## src/rtl/rgb_pwm_pkg.sv

```systemverilog
`default_nettype none
// +------------------------------------------------------------------+
// | rgb_pwm_pkg : shared types and constants for the RGB PWM block    |
// | Revision    : 1.0                                                 |
// +------------------------------------------------------------------+
package rgb_pwm_pkg;

  localparam int DUTY_W = 8;

  typedef enum logic [1:0] {
    ST_OFF  = 2'd0,
    ST_UP   = 2'd1,
    ST_DOWN = 2'd2
  } breathe_state_t;

  localparam logic [1:0] CH_R   = 2'd0;
  localparam logic [1:0] CH_G   = 2'd1;
  localparam logic [1:0] CH_B   = 2'd2;
  localparam logic [1:0] CH_ALL = 2'd3;

  // Upper byte of duty*level: the breathe-scaled duty.
  function automatic logic [DUTY_W-1:0] scale_duty(input logic [DUTY_W-1:0] duty,
                                                   input logic [7:0] level);
    logic [2*DUTY_W-1:0] prod;
    prod = {{DUTY_W{1'b0}}, duty} * {{DUTY_W{1'b0}}, level};
    return prod[2*DUTY_W-1:DUTY_W];
  endfunction

endpackage
`default_nettype wire

```

## src/rtl/rgb_pwm_if.sv

```systemverilog
`default_nettype none
// +------------------------------------------------------------------+
// | rgb_pwm_if : valid/ready duty write port                          |
// | Revision   : 1.0                                                  |
// +------------------------------------------------------------------+
interface rgb_pwm_if;
  import rgb_pwm_pkg::*;

  logic              wr_valid;
  logic              wr_ready;
  logic [1:0]        wr_chan;
  logic [DUTY_W-1:0] wr_duty;

  modport master (output wr_valid, output wr_chan, output wr_duty, input wr_ready);
  modport slave  (input wr_valid, input wr_chan, input wr_duty, output wr_ready);
endinterface
`default_nettype wire

```

## src/rtl/pwm_prescaler.sv

```systemverilog
`default_nettype none
// +------------------------------------------------------------------+
// | pwm_prescaler : one-clk step strobe every PRESCALE clocks         |
// | Revision      : 1.0                                               |
// +------------------------------------------------------------------+
module pwm_prescaler #(
  parameter int PRESCALE = 48
) (
  input  logic i_clk,
  input  logic i_rst,
  output logic o_step
);

  localparam int CW = (PRESCALE > 1) ? $clog2(PRESCALE) : 1;
  localparam logic [CW-1:0] C_LAST = CW'(PRESCALE - 1);

  logic [CW-1:0] count_q;

  // With PRESCALE=1 the count is pinned at 0, so the strobe is always high.
  always_ff @(posedge i_clk or posedge i_rst) begin
    if (i_rst) begin
      count_q <= '0;
    end else if (count_q == C_LAST) begin
      count_q <= '0;
    end else begin
      count_q <= count_q + 1'b1;
    end
  end

  assign o_step = (count_q == C_LAST);

endmodule
`default_nettype wire

```

## src/rtl/rgb_pwm_gen.sv

```systemverilog
`default_nettype none
// +------------------------------------------------------------------+
// | rgb_pwm_gen : 3-channel double-buffered PWM with breathe mode     |
// | Revision    : 1.0                                                 |
// +------------------------------------------------------------------+
module rgb_pwm_gen
  import rgb_pwm_pkg::*;
#(
  parameter int PRESCALE    = 48,
  parameter int BREATHE_DIV = 16
) (
  input  logic       i_clk,
  input  logic       i_rst,
  rgb_pwm_if.slave   wr,
  input  logic       i_breathe_en,
  output logic [2:0] o_pwm,
  output logic       o_period_tick
);

  localparam int DW = (BREATHE_DIV > 1) ? $clog2(BREATHE_DIV) : 1;
  localparam logic [DW-1:0] C_DIV_LAST = DW'(BREATHE_DIV - 1);

  logic                         w_step, w_boundary, w_accept, w_div_exp;
  logic [7:0]                   cnt_q;
  logic [2:0][DUTY_W-1:0]       shadow_q, shadow_d, active_q, eff_q, eff_d;
  logic                         pending_q, pending_d;
  logic [DW-1:0]                div_q;
  breathe_state_t               state_q, state_d;
  logic [7:0]                   level_q, level_d;
  logic [2:0]                   pwm_q;
  logic                         tick_q;

  pwm_prescaler #(.PRESCALE(PRESCALE)) u_prescaler (
    .i_clk  (i_clk),
    .i_rst  (i_rst),
    .o_step (w_step)
  );

  assign w_boundary  = w_step && (cnt_q == 8'hFF);
  assign wr.wr_ready = !pending_q;
  assign w_accept    = wr.wr_valid && !pending_q;
  assign w_div_exp   = (div_q == C_DIV_LAST);

  always_comb begin
    shadow_d = shadow_q;
    if (w_accept) begin
      for (int c = 0; c < 3; c++) begin
        if (wr.wr_chan == CH_ALL || wr.wr_chan == 2'(c)) shadow_d[c] = wr.wr_duty;
      end
    end
  end

  // An accept in the boundary clock wins, so that value waits one more period.
  assign pending_d = w_accept ? 1'b1 : (w_boundary ? 1'b0 : pending_q);

  always_comb begin
    state_d = state_q;
    level_d = level_q;
    if (w_boundary) begin
      if (!i_breathe_en) begin
        state_d = ST_OFF;
        level_d = 8'd0;
      end else if (w_div_exp) begin
        case (state_q)
          ST_OFF: begin
            state_d = ST_UP;
            level_d = 8'd0;
          end
          ST_UP: begin
            if (level_q == 8'hFF) state_d = ST_DOWN;
            else                  level_d = level_q + 8'd1;
          end
          ST_DOWN: begin
            if (level_q == 8'd0) state_d = ST_UP;
            else                 level_d = level_q - 8'd1;
          end
          default: begin
            state_d = ST_OFF;
            level_d = 8'd0;
          end
        endcase
      end
    end
  end

  // Effective duty sees the active value and level that take effect at this boundary.
  always_comb begin
    eff_d = '0;
    for (int c = 0; c < 3; c++) begin
      eff_d[c] = (state_d == ST_OFF) ? shadow_q[c] : scale_duty(shadow_q[c], level_d);
    end
  end

  always_ff @(posedge i_clk or posedge i_rst) begin
    if (i_rst) begin
      cnt_q     <= 8'd0;
      shadow_q  <= '0;
      active_q  <= '0;
      eff_q     <= '0;
      pending_q <= 1'b0;
      div_q     <= '0;
      state_q   <= ST_OFF;
      level_q   <= 8'd0;
      pwm_q     <= 3'b000;
      tick_q    <= 1'b0;
    end else begin
      if (w_step) cnt_q <= cnt_q + 8'd1;
      shadow_q  <= shadow_d;
      pending_q <= pending_d;
      state_q   <= state_d;
      level_q   <= level_d;
      tick_q    <= w_boundary;
      if (w_boundary) begin
        active_q <= shadow_q;
        eff_q    <= eff_d;
        if (!i_breathe_en || w_div_exp) div_q <= '0;
        else                            div_q <= div_q + 1'b1;
      end
      for (int c = 0; c < 3; c++) begin
        pwm_q[c] <= (cnt_q < eff_q[c]);
      end
    end
  end

  assign o_pwm         = pwm_q;
  assign o_period_tick = tick_q;

endmodule
`default_nettype wire

```

## src/flat_wrapper.sv

```systemverilog
// flat-port wrapper written by rule: the top's interface ports become plain ports
module rgb_pwm_gen_flat import rgb_pwm_pkg::*;
#(
  parameter int PRESCALE    = 48,
  parameter int BREATHE_DIV = 16
)
  (i_clk, i_rst, i_breathe_en, o_pwm, o_period_tick, wr_wr_valid, wr_wr_chan, wr_wr_duty, wr_wr_ready);
  rgb_pwm_if wr_i ();
  input  logic i_clk;
  input  logic i_rst;
  input  logic i_breathe_en;
  output logic [2:0] o_pwm;
  output logic o_period_tick;
  input wire logic [$bits(wr_i.wr_valid)-1:0] wr_wr_valid;
  input wire logic [$bits(wr_i.wr_chan)-1:0] wr_wr_chan;
  input wire logic [$bits(wr_i.wr_duty)-1:0] wr_wr_duty;
  output wire logic [$bits(wr_i.wr_ready)-1:0] wr_wr_ready;
  assign wr_i.wr_valid = wr_wr_valid;
  assign wr_i.wr_chan = wr_wr_chan;
  assign wr_i.wr_duty = wr_wr_duty;
  assign wr_wr_ready = wr_i.wr_ready;
  rgb_pwm_gen #(.PRESCALE(PRESCALE), .BREATHE_DIV(BREATHE_DIV)) u_core (.i_clk(i_clk), .i_rst(i_rst), .wr(wr_i), .i_breathe_en(i_breathe_en), .o_pwm(o_pwm), .o_period_tick(o_period_tick));
endmodule
```

## config.mk

```make
export PLATFORM = sky130hd
export DESIGN_NAME = rgb_pwm_gen_flat
export DESIGN_NICKNAME = d
export VERILOG_FILES = /design/src/rtl/rgb_pwm_pkg.sv /design/src/rtl/rgb_pwm_if.sv /design/src/rtl/pwm_prescaler.sv /design/src/rtl/rgb_pwm_gen.sv /design/src/flat_wrapper.sv
export SDC_FILE = /design/constraint.sdc
export NUM_CORES = 1
export LEC_CHECK = 0
export BUFFER_PORTS_ARGS = -buffer_cell sky130_fd_sc_hd__buf_2
export CAP_MARGIN = 15
export CELL_PAD_IN_SITES_DETAIL_PLACEMENT = 2
export CELL_PAD_IN_SITES_GLOBAL_PLACEMENT = 2
export CORE_ASPECT_RATIO = 1.4
export CORE_UTILIZATION = 42
export CTS_CLUSTER_SIZE = 30
export DETAILED_ROUTE_END_ITERATION = 8
export PLACE_DENSITY_LB_ADDON = 0.12
export SYNTH_ARGS = -nofsm -noshare
export SYNTH_HDL_FRONTEND = slang
export SYNTH_SLANG_ARGS = --single-unit
export TNS_END_PERCENT = 100
```

## constraint.sdc

```tcl
create_clock -name i_clk -period 8.7 [get_ports i_clk]
set_clock_uncertainty 0.05 [all_clocks]
set_input_delay 1.74 -clock i_clk [delete_from_list [all_inputs] [get_ports i_clk]]
set_output_delay 1.74 -clock i_clk [all_outputs]
set_load 0.01 [all_outputs]
```

== After elaboration in Yosys (flattened, before gate mapping) ==
Index checks and enable logic that the tools add are counted.

* $add $sub $neg: 5
* Multiply operators: 3
* Div/mod/pow operators: 0
* Order comparisons: 3
* Equality and inequality tests: 9
* Shift-type cells: 0
* Mux-type cells: 19
* Bitwise operators: 0
* Reduce and logical (&&, ||, !) cells: 16

{| class="wikitable"
|+ Operator list
! cell !! count
|-
| 8-bit 2-to-1 mux || 8
|-
| 8-bit by 8-bit multiplier with 16-bit output || 3
|-
| 8-bit less-than comparator || 3
|-
| 8-bit by 1-bit adder with 8-bit output, second input constant || 2
|-
| 8-bit equality test, second input constant || 2
|-
| 8-bit case mux with 2 select lines || 1
|-
| 2-bit 2-to-1 mux || 5
|-
| 8-bit logical NOT || 1
|-
| 8-bit by 1-bit subtractor with 8-bit output, second input constant || 1
|-
| 6-bit by 1-bit adder with 6-bit output, second input constant || 1
|-
| 2-bit equality test, second input constant || 3
|-
| 6-bit equality test, second input constant || 1
|-
| 2-bit logical NOT || 3
|-
| 6-bit 2-to-1 mux || 1
|-
| 2-bit case mux with 3 select lines || 1
|-
| 2-bit AND reduction || 3
|-
| 4-bit by 1-bit adder with 4-bit output, second input constant || 1
|-
| 2-bit by 1-bit equality test with 1-bit output, second input constant || 2
|-
| 4-bit equality test, second input constant || 1
|-
| 1-bit logical OR || 4
|-
| 4-bit 2-to-1 mux || 1
|-
| 1-bit logical AND || 2
|-
| 1-bit logical NOT || 2
|-
| 1-bit 2-to-1 mux || 2
|-
| 2-bit nonzero test || 1
|}

* Bits in registers: 81
* Latch bits: 0
* Bits in writable memories: 0
* ROM bits: 0
* Input port bits: 14
* Output and inout bits: 5
* Word-level logic and storage cells: 69
* Memories: 0

== Depth between registers and ports, before layout ==
Gate-level depths: netlist (run 1).

* Depth in word-level cells: 8
* Mapped depth: 29
* Depth with buffers taken out: 28

== Modules after synthesis ==
From an unflattened synthesis (run 1), not the netlist that was laid out.

* Cell total of the unflattened synthesis: 1,105
* Area total of the unflattened synthesis: 10,065.9 sq um

{| class="wikitable"
|+ Modules (own cells, without submodules)
! module !! instances !! cells an instance !! area each (sq um) !! seq. area each (sq um)
|-
| rgb_pwm_gen || 1 || 1,082 || 9,803.2 || 1,876.8
|-
| pwm_prescaler || 1 || 23 || 262.8 || 150.1
|}

== Least setup slack after synthesis (run 1) ==
No wires, ideal clock.

* Path kind: input port to flip-flop
* Start point: input port i_breathe_en
* End point: register u_core.eff_q[23] (netlist name)
* Library setup time: 0.124 ns
* Arrival time: 6.954 ns
* Required time: 8.526 ns
* Slack: 1.573 ns
* Cell stages on the path: 24
* Path buffers: 1
* Path through: nand2_1 nor2_1 nand3_1 a21oi_1 o21a_1 a21oi_1 clkbuf_1 inv_1 nand2_1 fa_1 fa_1 inv_1 fa_1 fa_1 ha_1 o21ai_0 o21bai_1 a21oi_1 o21ai_0 a21oi_2 a21oi_4 a311o_1 xnor2_1 o21ai_1

* Cells in the longest elaborated chain, start to end: 4
* Elaborated cells on any way between the ends: 7
* Classes of those cells: mul (1); mux (5); reduce/logical (1)

{| class="wikitable"
|+ Ends and longest elaborated chain
! what !! line !! text
|-
| start, declared || flat_wrapper.sv:11 || <nowiki>input logic i_breathe_en;</nowiki>
|-
| 8-bit 2-to-1 mux || rgb_pwm_gen.sv:60 || <nowiki>if (!i_breathe_en) begin</nowiki>
|-
| 8-bit 2-to-1 mux || rgb_pwm_gen.sv:59 || <nowiki>if (w_boundary) begin</nowiki>
|-
| named net u_core.level_d[7] || rgb_pwm_gen.sv:29 || <nowiki>logic [7:0] level_q, level_d;</nowiki>
|-
| 8-bit by 8-bit multiplier with 16-bit output || rgb_pwm_pkg.sv:25 || <nowiki>prod = {{DUTY_W{1'b0}}, duty} * {{DUTY_W{1'b0}}, level};</nowiki>
|-
| 8-bit 2-to-1 mux || rgb_pwm_gen.sv:90 || <nowiki>eff_d[c] = (state_d == ST_OFF) ? shadow_q[c] : scale_duty(shadow_q[c], level_d);</nowiki>
|-
| end signal, assigned || rgb_pwm_gen.sv:99 || <nowiki>eff_q <= '0;</nowiki>
|-
| end signal, assigned || rgb_pwm_gen.sv:115 || <nowiki>eff_q <= eff_d;</nowiki>
|-
| end, declared || rgb_pwm_gen.sv:25 || <nowiki>logic [2:0][DUTY_W-1:0] shadow_q, shadow_d, active_q, eff_q, eff_d;</nowiki>
|}

The timed path passes the listed nets, and every way through them passes these cells.
A chain may end at the register's enable or synchronous reset.

== Worst setup path in the final report (run 1) ==
* Start point: input port i_breathe_en
* End point: register u_core.eff_q[23] (netlist name)

* Cells in the longest elaborated chain, start to end: 4
* Elaborated cells on any way between the ends: 7
* Classes of those cells: mul (1); mux (5); reduce/logical (1)

{| class="wikitable"
|+ Ends and longest elaborated chain
! what !! line
|-
| 8-bit 2-to-1 mux / 2-bit 2-to-1 mux (equally long branches) || rgb_pwm_gen.sv:60
|-
| 8-bit 2-to-1 mux / 2-bit 2-to-1 mux (equally long branches) || rgb_pwm_gen.sv:59
|-
| 8-bit by 8-bit multiplier with 16-bit output / 2-bit logical NOT (equally long branches) || rgb_pwm_pkg.sv:25, rgb_pwm_gen.sv:90
|-
| 8-bit 2-to-1 mux (*) || rgb_pwm_gen.sv:90
|}

Mark *: on every way between the ends. The rest lies on a longest branch, timed or not.

==> results of run 1 <==
## registers in the layout, summed over array words and instances, names as in the netlist
name	count
u_core.o_pwm	3
u_core.pending_q	1
u_core.div_q	4
u_core.eff_q	24
u_core.o_period_tick	1
u_core.state_q	2
u_core.level_q	8
u_core.shadow_q	24
u_core.u_prescaler.count_q	6
u_core.cnt_q	8
## cells by family (layout without fill, tap and decap cells)
family	Yosys count	after routing	share of synthesized area
simple gates	351	351	0.183
fa+ha+maj	237	237	0.367
buf+inv	236	237	0.0879
compound gates	166	166	0.104
flops	81	81	0.198
xor+xnor	32	32	0.0274
mux	29	29	0.0315
## metrics by stage
step / hold WS (ps) / utilization / setup WS (ps) / cell area [sq um]
finish: 441 / 0.457 / 1270 / 10900
global route: 464 / 0.457 / 806 / 10900
global placement: 423 / 0.444 / 1070 / 10600
CTS: 446 / 0.457 / 1180 / 10900
floorplan: 395 / - / 1570 / 10200
detailed placement: 431 / 0.444 / 844 / 10600
## cell type report
class | count | area (sq um)
sequential | 81 | 2030
tap | 310 | 388
fill | 2665 | 13000
timing repair buffer | 30 | 180
multi-input combinational | 815 | 7300
clock inverter | 7 | 77.6
inverter | 191 | 718
clock buffer | 9 | 225
## cell usage after synthesis, types with 10 or more instances
master and count:
nand4_1 10, clkbuf_1 30, inv_1 191, dfrtp_1 81, mux2_2 25, nor3_1 12
fa_1 105, nor2_1 31, nand3_1 22, a21oi_1 52, nand2b_1 13, nand2_1 104
buf_1 10, xnor2_1 18, o21ai_0 44, nor2b_1 26, and2_1 105, xor2_1 14
o21ai_1 10, ha_1 132
## critical path, cell delays in order
cell and delay (ps):
buf_2 150, nand2_1 130, nor2_1 160, nand3_1 210, a21oi_1 200, o21ai_0 120
nand2_1 600, nand2_1 180, fa_1 530, fa_1 570, inv_1 70, fa_1 530
fa_1 500, ha_1 320, o21ai_0 160, o21bai_1 120, a21oi_1 200, o21ai_0 180
a21oi_2 230, a21oi_4 100, a311o_1 380, xnor2_1 160, o21ai_1 80
## cells in the final DEF (no fill, tap or decap), types with 3 or more instances in the layout
cell	n
inv_1	190
a31oi_1	7
nor3_1	12
fa_1	105
nor2b_1	26
or2_2	3
and2_1	105
and3_1	8
buf_4	12
o21bai_1	3
nand2b_1	13
a21boi_1	3
xnor2_1	18
clkbuf_16	9
a21oi_1	52
mux2_2	25
nand2_1	104
o21a_1	7
a21o_1	6
buf_2	18
or3_1	4
a221oi_1	3
o21ai_0	41
a211oi_1	6
o21ai_1	12
xor2_1	14
o21ai_2	4
nand4_1	10
ha_1	132
nand3_1	22
dfrtp_1	81
nor2_1	30
mux2i_1	4
## power groups by stage
stage / logic [uW] / clock network (uW) / registers [uW]
global route: 27.9 / 431 / 377
finish: 24.3 / 412 / 377
detailed placement: 25.2 / 0 / 384
floorplan: 13.3 / 0 / 384
CTS: 25.3 / 422 / 377
global placement: 24.9 / 0 / 384
## layer usage
| metal | wire (um) | share of wire | vias up | global-route usage |
|---|---|---|---|---|
| li1 | - | - | 3641 | - |
| met1 | 12200 | 0.42 | 4066 | 0.305 |
| met2 | 15800 | 0.54 | 92 | 0.477 |
| met4 | 767 | 0.026 | 0 | 0.0769 |
| met5 | 0 | 0 | - | 0 |
| met3 | 550 | 0.019 | 47 | 0.0312 |
## worst paths after layout
path / slack, ps / cells past startpoint / endpoint
max in group asynchronous: 6180 / 3 / u_core.shadow_q[0]
setup reg to reg: 1370 / 25 / u_core.eff_q[23]
setup / recovery: 1270 / 23 / u_core.eff_q[23]
hold / removal: 440 / 2 / u_core.eff_q[0]
min in group asynchronous: 1210 / 2 / u_core.level_q[0]
hold reg to reg: 440 / 2 / u_core.eff_q[0]
==> impl_metrics.env, run 1 <==
export IMPL_die_w_um=134
export IMPL_maxSlewViolCount=0
export IMPL_h_tree_depth=3
export IMPL_wl_um=29300
export IMPL_cts_sinks=81
export IMPL_drive_gt1_frac=0.0847
export IMPL_clockPowerShare=0.507
export IMPL_grt_pass1_wl_um=49300
export IMPL_powerDensity_nw_per_um2=74.5
export IMPL_grt_pass1_vias=9228
export IMPL_core_sq_um=23900
export IMPL_antenna_found_initial=0
export IMPL_p_comb_frac=0.030
export IMPL_vias=7846
export IMPL_async_flop_share=1.00
export IMPL_hpwlAfterDp_um=23000
export IMPL_rows=67
export IMPL_cap_violations=0
export IMPL_synth_edf_count=0
export IMPL_globalplace_congestion=0.806
export IMPL_netSwitchingFraction=0.253
export IMPL_wl_per_cell_um=20.3
export IMPL_synth_area_leaders="fa_1, dfrtp_1, ha_1, inv_1, and2_1"
export IMPL_numCtsBuffers=9
export IMPL_start_util=0.428
export IMPL_crit_path_start_kind="input port"
export IMPL_drc_errors=0
export IMPL_avgSynthCellArea_sq_um=9.02
export IMPL_synth_top_area_frac=0.206
export IMPL_grt_max_degree=75
export IMPL_antenna_left=0
export IMPL_post_route_period_util=0.854
export IMPL_cts_hold_buffers=0
export IMPL_ys_flop_type="dfrtp_1"
export IMPL_final_cells=1443
export IMPL_synth_top_area_cell="fa_1"
export IMPL_ir_drop_v=0.000100
export IMPL_power_leakage_uw=0.00576
export IMPL_clk_pin_slew_ps=70
export IMPL_synth_seq_cells=81
export IMPL_critPathLaunch="i_breathe_en"
export IMPL_max_slew_margin=0.333
export IMPL_r2r_start="u_core.level_q[0]"
export IMPL_final_setup_viol_count=0
export IMPL_nNetsFinal=1379
export IMPL_dpl_cell_count=1427
export IMPL_port_buffers=18
export IMPL_synth_cells=1132
export IMPL_pin_count=19
export IMPL_clockBufferDepth=2
export IMPL_vias_per_cell=5.44
export IMPL_path_max_fanout=24
export IMPL_critical_path_class="input port to flip-flop"
export IMPL_worst_slew_pin_slew_ps=1000
export IMPL_ys_types=64
export IMPL_cts_root_buffer="clkbuf_16"
export IMPL_mappedNetlistNets=1383
export IMPL_crit_path_end_kind="flip-flop"
export IMPL_design_power_total_uw=813
export IMPL_intPower_uw=607
export IMPL_diodes=0
export IMPL_drt_iter0_drc=180
export IMPL_hold_class="flip-flop to flip-flop"
export IMPL_grt_setup_unrepaired="no"
export IMPL_cts_resized=0
export IMPL_clk_latency_ps=360
export IMPL_syn_area_sq_um=10200
export IMPL_hold_viol=0
export IMPL_fmax_ghz=0.135
export IMPL_die_y_um=187
export IMPL_seqPwrFrac=0.464
export IMPL_die_area_sq_um=25000
export IMPL_switchingPower_uw=205
export IMPL_holdCritStartpoint="u_core.eff_q[0]"
export IMPL_ys_warn_count=0
export IMPL_worstPathArrival_ps=7630
export IMPL_cts_tree="yes"
export IMPL_yosysSeqAreaShare=0.198
export IMPL_syn_to_final_growth_pct=6.82
export IMPL_cts_setup_buffers=0
export IMPL_drt_pass1_iterations=5
export IMPL_tns_ps=0
export IMPL_cp_required_ps=8900
export IMPL_post_route_min_period_ps=7430
export IMPL_globalRouteOverflowTotal=0
export IMPL_status="complete, no violations"
export IMPL_track_usage=0.257
(Power assumes the default switching activity.)
==> run 2: changes to the inputs <==
--- a/config.mk
+++ b/config.mk
@@ -12,3 +12,3 @@
 export CORE_ASPECT_RATIO = 1.4
-export CORE_UTILIZATION = 42
+export CORE_UTILIZATION = 45
 export CTS_CLUSTER_SIZE = 30
==> constraint.sdc (replaced) <==
create_clock -name i_clk -period 9.55 [get_ports i_clk]
set_clock_uncertainty 0.05 [all_clocks]
set_input_delay 0 -clock i_clk [delete_from_list [all_inputs] [get_ports i_clk]]
set_output_delay 0 -clock i_clk [all_outputs]
set_load 0.01 [all_outputs]
==> run 2 against run 1 <==
Worst setup slack improved by 770 ps; via count rose by 3.1%; die area shrank 6.6%; utilization up 3.9 points; critical endpoint is now u_core.eff_q[12]; cell count fell by 0.35%; largest power group unchanged; largest cell class unchanged; combinational power rose by 10%; wire length increased by 11%.
==> impl_metrics.env, run 2 (synthesized netlist as in run 1, its figures left out) <==
export IMPL_diodes=0
export IMPL_clockBufferDepth=2
export IMPL_hold_class="input port to asynchronous set/reset pin"
export IMPL_critical_path_class="flip-flop to flip-flop"
export IMPL_powerDensity_nw_per_um2=65.5
export IMPL_start_util=0.462
export IMPL_vias_per_cell=5.62
export IMPL_routed_wl_met2_um=17800
export IMPL_cp_slowest_cell="nand2_1"
export IMPL_post_route_period_util=0.787
export IMPL_numCtsBuffers=9
export IMPL_rows=64
export IMPL_clk_latency_ps=360
export IMPL_core_sq_um=22100
export IMPL_final_setup_viol_count=0
export IMPL_antenna_found_initial=0
export IMPL_max_slew_margin=0.352
export IMPL_drt_met1_wl_um=13100
export IMPL_path_max_fanout=24
export IMPL_grt_max_degree=73
export IMPL_hold_viol=0
export IMPL_cp_required_ps=9720
export IMPL_antenna_left=0
export IMPL_syn_to_final_growth_pct=7.32
export IMPL_wl_per_cell_um=22.7
export IMPL_die_y_um=180
export IMPL_cp_common_cell="inv_1"
export IMPL_pin_count=19
export IMPL_worst_slew_pin_slew_ps=972
export IMPL_ir_drop_v=0.0000810
export IMPL_track_usage=0.306
export IMPL_hold_worst_slack_ps=56.2
export IMPL_grt_pass1_vias=9845
export IMPL_wl_um=32600
export IMPL_maxSlewViolCount=0
export IMPL_post_route_min_period_ps=7520
export IMPL_die_area_sq_um=23300
export IMPL_grt_pass1_wl_um=53500
export IMPL_drt_pass1_iterations=4
export IMPL_power_leakage_uw=0.00578
export IMPL_finish_utilization=0.496
export IMPL_vias=8087
export IMPL_grt_setup_unrepaired="no"
export IMPL_reg_top3="u_core.eff_q x24, u_core.shadow_q x24"
export IMPL_max_stage_delay_ps=580
export IMPL_worstPathArrival_ps=7690
export IMPL_cts_sinks=81
export IMPL_mostFrequentLayoutCells="inv_1, ha_1, and2_1, fa_1, nand2_1"
export IMPL_h_tree_depth=3
export IMPL_globalRouteOverflowTotal=0
export IMPL_tns_ps=0
export IMPL_cts_tree="yes"
export IMPL_cap_violations=0
export IMPL_cts_resized=0
export IMPL_fmax_ghz=0.133
export IMPL_crit_path_end_kind="flip-flop"
export IMPL_cts_root_buffer="clkbuf_16"
export IMPL_drc_errors=0
export IMPL_drt_iter0_drc=269
export IMPL_cts_hold_buffers=11
export IMPL_topRoutingLayerUsed="met4"
export IMPL_crit_path_start_kind="flip-flop"
export IMPL_clk_pin_slew_ps=70
export IMPL_die_w_um=129
export IMPL_status="complete, no violations"
export IMPL_wl_met3_um=486
export IMPL_globalplace_congestion=0.856
export IMPL_fillers=2451
export IMPL_cts_setup_buffers=0
export IMPL_nNetsFinal=1387
export IMPL_port_buffers=18
export IMPL_drive_gt1_frac=0.0806
export IMPL_hpwlAfterDp_um=24100
export IMPL_mostFrequentLayoutCell="inv_1"
## run 2: cell types whose count changed in the layout (fill, tap and decap cells not counted), sizes merged
| cell | delta |
|---|---|
| buf | -3 |
| bufinv | -1 |
| clkbuf | +1 |
| clkinv | -2 |
| dlygate4sd3 | +11 |
| inv | +2 |
## run 2: worst paths after layout
check                                  start                             to  slack [ps]  depth (start not counted)
hold / removal                         i_rst              u_core.state_q[1]          60                          3
max in group asynchronous              i_rst  u_core.u_prescaler.count_q[0]        8200                          4
hold reg to reg              u_core.div_q[3]                u_core.div_q[3]         440                          1
setup reg to reg           u_core.level_q[0]               u_core.eff_q[12]        2030                         26
setup / recovery           u_core.level_q[0]               u_core.eff_q[12]        2030                         26
min in group i_clk             wr_wr_duty[5]             u_core.shadow_q[5]         400                          3
## run 2: area by class of cell
cell class	count	area [sq um]	share of cell area
Clock buffer	10	239	0.0218
Clock inverter	6	47.5	0.00434
Inverter	191	718	0.0655
Multi-Input combinational cell	815	7290	0.665
Sequential cell	81	2030	0.185
Tap cell	297	372	0.0339
Timing Repair Buffer	38	268	0.0244
## run 2: power breakdown
group	internal, uW	total [uW]	switching (uW)
registers	343	343	0.280
logic	8.07	26.8	18.8
clock network	187	348	161
## run 2: metrics by stage
stage                     std cells  worst slack (ps)  power [uW]  area, sq um
after floorplan                1132              3000         362        10200
after global placement         1411              2400         373        10600
after detailed placement       1411              2120         373        10600
after CTS                      1438              2090         724        11000
after global routing           1438              1540         737        11000
final                          1438              2030         718        11000
## run 2: worst max-delay path, delay by kind of cell, from the launching register on
kind | cells | cell delay, ps
DFF | 1 | 450
buffers and inverters | 5 | 340
AOI/OAI and AO/OA | 8 | 1380
and+or+nand+nor | 7 | 2430
adders and majority gates | 6 | 2720
## run 2: metal layers
| layer | global-route usage | vias to the layer above |
|---|---|---|
| met1 | 0.342 | 4255 |
| met3 | 0.0264 | 81 |
| met2 | 0.576 | 104 |
| met4 | 0.132 | 0 |
| li1 | - | 3647 |
| met5 | 0 | - |
==> run 3: changes to the inputs <==
- CORE_UTILIZATION: 45 -> 42
- clock period: 9.55 -> 7.2 ns (I/O delays scaled with it)
==> run 3 against run 2 <==
Design area grew 1.5%; cell count grew 1.9%; non-clock buffer count grew 14; first-iteration DRC count shrank 24%; power grew 33%; register-to-register slack lost 1700 ps; utilization shrank 3.0 points; combinational power grew 31%; hold slack gained 0.71 ps; clock power grew 34%; clock-buffer cell count shrank 1; critical endpoint is now u_core.eff_q[15]; largest power group unchanged.
==> impl_metrics.env, run 3 (synthesized netlist as in run 1, its figures left out) <==
export IMPL_status="complete, no violations"
export IMPL_cts_sinks=81
export IMPL_p_comb_frac=0.037
export IMPL_post_route_period_util=0.947
export IMPL_maxSlewViolCount=0
export IMPL_crit_path_start_kind="flip-flop"
export IMPL_grt_setup_unrepaired="no"
export IMPL_die_area_sq_um=25000
export IMPL_powerDensity_nw_per_um2=85.8
export IMPL_final_seq_area_sq_um=2030
export IMPL_fmax_ghz=0.147
export IMPL_endpoint="u_core.eff_q[15]"
export IMPL_drt_pass1_iterations=4
export IMPL_worst_slew_pin_slew_ps=927
export IMPL_wl_per_cell_um=20.2
export IMPL_hpwlAfterDp_um=23500
export IMPL_final_cells=1465
export IMPL_grt_pass1_wl_um=49600
export IMPL_timing_rr_end="u_core.eff_q[15]"
export IMPL_die_y_um=187
export IMPL_final_setup_viol_count=0
export IMPL_seqPwrFrac=0.477
export IMPL_grt_pass1_vias=9386
export IMPL_r2r_cells=27
export IMPL_cts_root_buffer="clkbuf_16"
export IMPL_intPower_uw=706
export IMPL_tns_ps=0
export IMPL_clockBufferDepth=2
export IMPL_ir_drop_v=0.000119
export IMPL_hold_class="input port to asynchronous set/reset pin"
export IMPL_globalplace_congestion=0.859
export IMPL_reg_top3="u_core.eff_q x24, u_core.shadow_q x24"
export IMPL_path_max_fanout=24
export IMPL_cap_violations=0
export IMPL_r2r_setup_slack_ps=380
export IMPL_post_route_min_period_ps=6820
export IMPL_pin_count=19
export IMPL_port_buffers=18
export IMPL_crit_path_end_kind="flip-flop"
export IMPL_rows=67
export IMPL_cp_required_ps=7420
export IMPL_vias=7899
export IMPL_globalRouteOverflowTotal=0
export IMPL_core_sq_um=23900
export IMPL_cp_slowest_cell="or4_1"
export IMPL_max_slew_margin=0.382
export IMPL_numCtsBuffers=9
export IMPL_start_util=0.428
export IMPL_drc_errors=0
export IMPL_dpl_cell_count=1438
export IMPL_nNetsFinal=1401
export IMPL_cts_tree="yes"
export IMPL_wl_um=29700
export IMPL_critPathLaunch="u_core.cnt_q[1]"
export IMPL_antenna_left=0
export IMPL_h_tree_depth=3
export IMPL_power_leakage_uw=0.00585
export IMPL_worstPathArrival_ps=7040
export IMPL_fillers=2651
export IMPL_diodes=0
export IMPL_drive_gt1_frac=0.0987
export IMPL_r2r_start="u_core.cnt_q[1]"
export IMPL_switchingPower_uw=249
export IMPL_syn_to_final_growth_pct=8.96
export IMPL_max_stage_delay_ps=620
export IMPL_antenna_found_initial=0
export IMPL_cts_setup_buffers=0
export IMPL_mostFrequentLayoutCells="inv_1, ha_1, and2_1, fa_1, nand2_1"
export IMPL_cp_common_cell="fa_1"
export IMPL_multi_input_area_sq_um=7320
export IMPL_grt_max_degree=70
export IMPL_hold_viol=0
export IMPL_die_w_um=134
export IMPL_vias_per_cell=5.39
export IMPL_critical_path_class="flip-flop to flip-flop"
export IMPL_track_usage=0.258
export IMPL_clk_latency_ps=360
export IMPL_mostFrequentLayoutCell="inv_1"
export IMPL_clockPowerShare=0.486
export IMPL_drt_iter0_drc=205
export IMPL_clk_pin_slew_ps=70
export IMPL_netSwitchingFraction=0.261
-- run 3: layer usage --
layer  GRT usage  vias up  part of all wire
met3      0.0285       39             0.018
met4      0.0782        0             0.023
met1       0.300     4098              0.41
met2       0.487       78              0.55
li1            -     3684                 -
met5           0        -                 0
-- run 3: worst min path at each step --
stage,from,endpoint
after floorplan,i_breathe_en,u_core.div_q[2]
after global placement,i_rst,u_core.div_q[1]
after detailed placement,i_rst,u_core.div_q[3]
after CTS,i_rst,u_core.level_q[7]
after global routing,i_rst,u_core.div_q[1]
final,i_rst,u_core.state_q[1]
-- run 3: layout make-up --
| class | count | share of cell area |
|---|---|---|
| Multi-Input combinational cell | 815 | 0.658 |
| Sequential cell | 81 | 0.182 |
| Inverter | 191 | 0.0645 |
| Timing Repair Buffer | 52 | 0.0350 |
| Tap cell | 310 | 0.0348 |
| Clock buffer | 9 | 0.0202 |
| Clock inverter | 7 | 0.00540 |
-- run 3: metrics by stage --
step / hold WS (ps) / instance area [sq um] / total power, uW / utilization / worst slack [ps]
global route: 79.2 / 11100 / 989 / 0.466 / 8.87
floorplan: 82.7 / 10200 / 480 / - / 649
global placement: -107 / 10700 / 495 / 0.448 / 302
detailed placement: -103 / 10700 / 495 / 0.448 / 80.1
finish: 57.0 / 11100 / 955 / 0.466 / 383
CTS: 50.2 / 11100 / 968 / 0.465 / 60.1
-- run 3: critical path: cells and delay by family (launching register included) --
family          cells  cell delay (ps)
flops               1              460
fa+ha+maj           6             2680
buf+inv             6              860
xor+xnor            1              140
simple gates        6             1070
compound gates      8             1450
-- run 3: power by group through the flow --
stage | logic (uW) | registers (uW) | clock network, uW
after global routing | 39.7 | 455 | 495
after detailed placement | 31.2 | 464 | 0
final | 35.2 | 455 | 465
after floorplan | 16.0 | 464 | 0
after global placement | 30.7 | 464 | 0
after CTS | 35.9 | 455 | 477
-- run 3: timing repair --
| item | in CTS | in global routing |
|---|---|---|
| hold buffers | 11 | 0 |
| endpoints found under the hold margin | 41 | 0 |
| gates resized for setup | 0 | 11 |
| setup endpoints to repair | 0 | 16 |
